## src/rtl/xor_parity_rx_if.sv

```systemverilog
// Serial-side and status bundle for the XOR parity receiver.
// master: whoever drives the line and reads status; slave: the receiver itself.
interface xor_parity_rx_if #(
  parameter int unsigned DATA_W = 8
);
  logic              din;
  logic              din_valid;
  logic              err_clr;
  logic [DATA_W-1:0] data_out;
  logic              done;
  logic              parity_err;
  logic              frame_err;
  logic              busy;
  logic [7:0]        err_cnt;

  modport master (
    output din, din_valid, err_clr,
    input  data_out, done, parity_err, frame_err, busy, err_cnt
  );

  modport slave (
    input  din, din_valid, err_clr,
    output data_out, done, parity_err, frame_err, busy, err_cnt
  );
endinterface

```

## src/rtl/xor_parity_rx.sv

```systemverilog
// XOR-parity frame receiver: start(0), DATA_W data bits LSB first, parity, stop(1).
// Reports parity/framing errors per frame and keeps a saturating error count.
module xor_parity_rx #(
  parameter int unsigned DATA_W = 8,
  parameter bit          ODD    = 1'b0
) (
  input  logic           clk,
  input  logic           rst,
  xor_parity_rx_if.slave bus
);

  localparam int unsigned          CNT_W    = (DATA_W > 1) ? $clog2(DATA_W) : 1;
  localparam logic [CNT_W-1:0]     CNT_LAST = CNT_W'(DATA_W - 1);

  typedef enum logic [1:0] {
    IDLE,
    DATA,
    PARITY,
    STOP
  } state_t;

  state_t            state_q, state_d;
  logic              frame_end;

  logic [DATA_W-1:0] shreg_q;
  logic [CNT_W-1:0]  cnt_q;
  logic              acc_q;
  logic              p_bad_q;

  logic [DATA_W-1:0] data_q;
  logic              done_q;
  logic              perr_q;
  logic              ferr_q;
  logic [7:0]        err_cnt_q;

  always_ff @(posedge clk) begin
    if (rst) state_q <= IDLE;
    else     state_q <= state_d;
  end

  // Every transition is gated by din_valid; the STOP exit is the frame-complete event.
  always_comb begin
    state_d   = state_q;
    frame_end = 1'b0;
    if (bus.din_valid) begin
      case (state_q)
        IDLE:    if (!bus.din) state_d = DATA;
        DATA:    if (cnt_q == CNT_LAST) state_d = PARITY;
        PARITY:  state_d = STOP;
        STOP: begin
          state_d   = IDLE;
          frame_end = 1'b1;
        end
        default: state_d = IDLE;
      endcase
    end
  end

  always_ff @(posedge clk) begin
    if (rst) begin
      shreg_q   <= '0;
      cnt_q     <= '0;
      acc_q     <= 1'b0;
      p_bad_q   <= 1'b0;
      data_q    <= '0;
      done_q    <= 1'b0;
      perr_q    <= 1'b0;
      ferr_q    <= 1'b0;
      err_cnt_q <= '0;
    end else begin
      done_q <= frame_end;

      if (bus.din_valid) begin
        case (state_q)
          IDLE: begin
            if (!bus.din) begin
              acc_q <= 1'b0;
              cnt_q <= '0;
            end
          end
          DATA: begin
            shreg_q <= {bus.din, shreg_q[DATA_W-1:1]};
            acc_q   <= acc_q ^ bus.din;
            cnt_q   <= cnt_q + CNT_W'(1);
          end
          PARITY: p_bad_q <= acc_q ^ bus.din ^ ODD;
          STOP: begin
            data_q <= shreg_q;
            perr_q <= p_bad_q;
            ferr_q <= ~bus.din;
          end
          default: ;
        endcase
      end

      // Clear beats a coincident increment.
      if (bus.err_clr)
        err_cnt_q <= '0;
      else if (frame_end && (p_bad_q || !bus.din) && (err_cnt_q != 8'hFF))
        err_cnt_q <= err_cnt_q + 8'd1;
    end
  end

  assign bus.data_out   = data_q;
  assign bus.done       = done_q;
  assign bus.parity_err = perr_q;
  assign bus.frame_err  = ferr_q;
  assign bus.busy       = (state_q != IDLE);
  assign bus.err_cnt    = err_cnt_q;

endmodule

```

## src/flat_wrapper.sv

```systemverilog
// flat-port wrapper written by rule: the top's interface ports become plain ports
module xor_parity_rx_flat 
#(
  parameter int unsigned DATA_W = 8,
  parameter bit          ODD    = 1'b0
)
  (clk, rst, bus_din, bus_din_valid, bus_err_clr, bus_data_out, bus_done, bus_parity_err, bus_frame_err, bus_busy, bus_err_cnt);
  xor_parity_rx_if #(.DATA_W(DATA_W)) bus_i ();
  input  logic clk;
  input  logic rst;
  input wire logic [$bits(bus_i.din)-1:0] bus_din;
  input wire logic [$bits(bus_i.din_valid)-1:0] bus_din_valid;
  input wire logic [$bits(bus_i.err_clr)-1:0] bus_err_clr;
  output wire logic [$bits(bus_i.data_out)-1:0] bus_data_out;
  output wire logic [$bits(bus_i.done)-1:0] bus_done;
  output wire logic [$bits(bus_i.parity_err)-1:0] bus_parity_err;
  output wire logic [$bits(bus_i.frame_err)-1:0] bus_frame_err;
  output wire logic [$bits(bus_i.busy)-1:0] bus_busy;
  output wire logic [$bits(bus_i.err_cnt)-1:0] bus_err_cnt;
  assign bus_i.din = bus_din;
  assign bus_i.din_valid = bus_din_valid;
  assign bus_i.err_clr = bus_err_clr;
  assign bus_data_out = bus_i.data_out;
  assign bus_done = bus_i.done;
  assign bus_parity_err = bus_i.parity_err;
  assign bus_frame_err = bus_i.frame_err;
  assign bus_busy = bus_i.busy;
  assign bus_err_cnt = bus_i.err_cnt;
  xor_parity_rx #(.DATA_W(DATA_W), .ODD(ODD)) u_core (.clk(clk), .rst(rst), .bus(bus_i));
endmodule
```

## config.mk

```make
export PLATFORM = sky130hd
export DESIGN_NAME = xor_parity_rx_flat
export DESIGN_NICKNAME = d
export VERILOG_FILES = /design/src/rtl/xor_parity_rx_if.sv /design/src/rtl/xor_parity_rx.sv /design/src/flat_wrapper.sv
export SDC_FILE = /design/constraint.sdc
export NUM_CORES = 1
export LEC_CHECK = 0
export CORE_AREA = 2 2 55 57
export CTS_CLUSTER_DIAMETER = 30
export DETAILED_ROUTE_END_ITERATION = 10
export DIE_AREA = 0 0 57 59
export PLACE_DENSITY = 0.75
export SETUP_SLACK_MARGIN = 0.2
export SLEW_MARGIN = 15
export SYNTH_ARGS = -nofsm -noshare
export SYNTH_HDL_FRONTEND = slang
export SYNTH_SLANG_ARGS = --single-unit
```

## constraint.sdc

```tcl
create_clock -name clk -period 3.7 [get_ports clk]
set_clock_uncertainty 0.05 [all_clocks]
set_input_delay 0.37 -clock clk [delete_from_list [all_inputs] [get_ports clk]]
set_output_delay 0.37 -clock clk [all_outputs]
set_load 0.01 [all_outputs]
```

==> out/metrics.cfg <==
[sta]
fmax_mhz = 438.5
worst_slew_pin_slew_ns = 0.4690
setup_viol = 0
slew_headroom_pct = 68.64
rsz0062_at_grt = false
period_share_pct = 61.63
fin_crit_ns = 2.280
maxSlewViolCount = 0
holdWs_ns = 0.4102
tns_ns = 0
hold_viol = 0

[critical_path]
cp_max_fo = 15
end_kind = flip-flop
path_buf_inv = 1
cp_top_family = simple AND/OR/NAND/NOR gates
cp.required_ns = 3.86
worstPathArrival_ns = 2.44
critical_path.slowest_cell = clkdlybuf4s50_1
r2r_slack_ns = 1.75
worstSetupStartpointType = primary input
worstPathCellList = clkdlybuf4s50_1, nand2_1, or3_1, o311ai_0, o41ai_1
worstSetupPathType = primary input to flip-flop
max_stage_delay_ns = 0.76

[global_routing]
grt_pass1_vias = 1099
grt_pass1_wl_um = 4809
grtUsageTotal_pct = 18.34
grt-ovfl-total = 0
antenna_found_initial = 0
grt_max_degree = 29

[clock_tree]
cts.repair.resized = 0
cts_setup_buffers = 0
cts_buffer_depth = 2
cts_root_buffer = clkbuf_4
cts-hold-fix-buffers = 0
htreeDepth = 2
path_clk_slew_ns = 0.10
cts-buffers-inserted = 5
cts_tree = yes
insertion_delay_ns = 0.33
clock-sinks = 34

[flow_run]
cap_violations = 0

[drt]
drtIter0Drc = 34
drt_pass1_iterations = 4
drt_wl_total_um = 2798
drtAntennaViolNets = 0
drc = 0
vias = 1232
wl_per_cell_um = 12.38
viasPerCell = 5.451

[final_layout]
area_growth_pct = 21.27
drive_gt1_share_pct = 5.128
insertedDiodeCount = 0
fillCellCount = 232
stdcell_count = 226
nets = 206

[die]
io-pin-count = 25
initial_core_util_pct = 52.95
coreArea_um2 = 2710
rows = 19
dieArea_um2 = 3363
die-height_um = 59
dieWidth_um = 57

[pwr]
ir_worst_vdd_mv = 0.2982
cellLeakagePower_nw = 0.6145
power_density_nw_per_um2 = 363.3

[placement]
port_buffers = 24
dpl.hpwl_um = 2080
placedCellCount = 218
place.gp.congestion = 0.7534

[synth]
syn_area_um2 = 1435
syn_area_per_cell_um2 = 8.393
synth-compound-area-share_pct = 17.44
synthAdderAreaFrac_pct = 6.103
syn_nets = 183
synth-edff-count = 0
synth_seq_cells = 34
async_flop_share_pct = 0
synth_cells = 171
yosys_warnings = 0
synth-main-ff-cell = dfxtp_1
synthMuxAreaShare_pct = 1.395
synth_seq_area_share_pct = 47.43
synth-simple-area-share_pct = 21.62
ys_types = 36
synth_xor_area_share_pct = 1.831
synth_top_family_by_area = simple AND/OR/NAND/NOR gates

[run_status]
run_status = finished, final reports clean

[min_path]
min_path_type = flip-flop to flip-flop

-- cells by family after synthesis --
| logic type | after synthesis |
|---|---|
| AND/OR/NAND/NOR | 70 |
| multiplexers | 2 |
| XOR/XNOR | 3 |
| buffers and inverters | 14 |
| adder cells (fa/ha/maj) | 7 |
| AO/OA/AOI/OAI | 41 |
| flip-flops | 34 |
-- cell type report --
type / instances / area [um^2] / area share (%)
Sequential cell: 34 / 680.7 / 39.11
Timing Repair Buffer: 25 / 247.7 / 14.23
Clock buffer: 7 / 55.05 / 3.163
Inverter: 5 / 18.77 / 1.078
Multi-Input combinational cell: 123 / 694.4 / 39.90
Clock inverter: 1 / 5.005 / 0.2876
Tap cell: 31 / 38.79 / 2.229
-- tightest hold or removal path, delay by kind of cell, from the launching register on --
family	cells	cell delay (ns)
flip-flops	1	0.32
AO/OA/AOI/OAI	1	0.05
AND/OR/NAND/NOR	1	0.05
-- final timing paths --
check                         startpoint  depth (start not counted)                      to
setup / recovery           bus_din_valid                          5   u_core.bus.err_cnt[5]
hold / removal    u_core.bus.data_out[7]                          2  u_core.bus.data_out[7]
setup reg to reg       u_core.state_q[0]                          5   u_core.bus.err_cnt[5]
hold reg to reg   u_core.bus.data_out[7]                          2  u_core.bus.data_out[7]
-- placed cells by master, fill, tap and decap left out, drive strengths merged, types with 2 or more instances in the layout --
master / count
nor2: 12
xor2: 2
o21ai: 4
dfxtp: 34
a32oi: 2
mux2i: 2
nand3: 14
inv: 5
clkdlybuf4s50: 24
a21oi: 23
clkbuf: 7
nand2: 32
or3: 3
nor4: 2
ha: 7
-- synth_stat cells, types with 2 or more instances --
| library cell | n | area [um^2] |
|---|---|---|
| dfxtp_1 | 34 | 680.7 |
| nand2_1 | 32 | 120.1 |
| a21oi_1 | 23 | 115.1 |
| nand3_1 | 14 | 70.07 |
| nor2_1 | 12 | 45.04 |
| clkbuf_1 | 7 | 26.28 |
| ha_1 | 7 | 87.58 |
| inv_1 | 5 | 18.77 |
| o21ai_0 | 4 | 20.02 |
| or3_1 | 3 | 18.77 |
| a32oi_1 | 2 | 17.52 |
| mux2i_1 | 2 | 20.02 |
| nor4_1 | 2 | 12.51 |
| xor2_1 | 2 | 17.52 |
-- metal layers --
metal	GRT usage, %	up-vias	routed length [um]
li1	-	639	-
met1	22.39	562	1252
met2	30.71	29	1394
met3	6.114	2	137
met4	5.980	0	12
met5	0	-	0
-- sequential cells by signal, indices dropped and copies added (netlist names) --
signal and count:
u_core.bus.data_out 8, u_core.bus.err_cnt 8, u_core.shreg_q 8, u_core.cnt_q 3, u_core.state_q 2, u_core.acc_q 1
u_core.bus.done 1, u_core.bus.frame_err 1, u_core.bus.parity_err 1, u_core.p_bad_q 1
-- stage by stage --
stage	area [um^2]	setup WS [ns]	utilization, %	power [mW]
detailed placement	1680	1.086	62.00	0.4327
global placement	1680	1.170	62.00	0.4302
floorplan	1435	2.149	-	0.4169
CTS	1740	1.429	64.22	0.6417
finish	1740	1.420	64.22	0.6324
global route	1740	1.191	64.22	0.6609
-- where the power goes --
group	total (mW)	internal, mW	switching (mW)
Sequential	0.373	0.369	0.00331
Clock	0.208	0.0920	0.116
Combinational	0.0517	0.0194	0.0323
Total	0.632	0.481	0.152
Power figures use the tool's default switching activity.
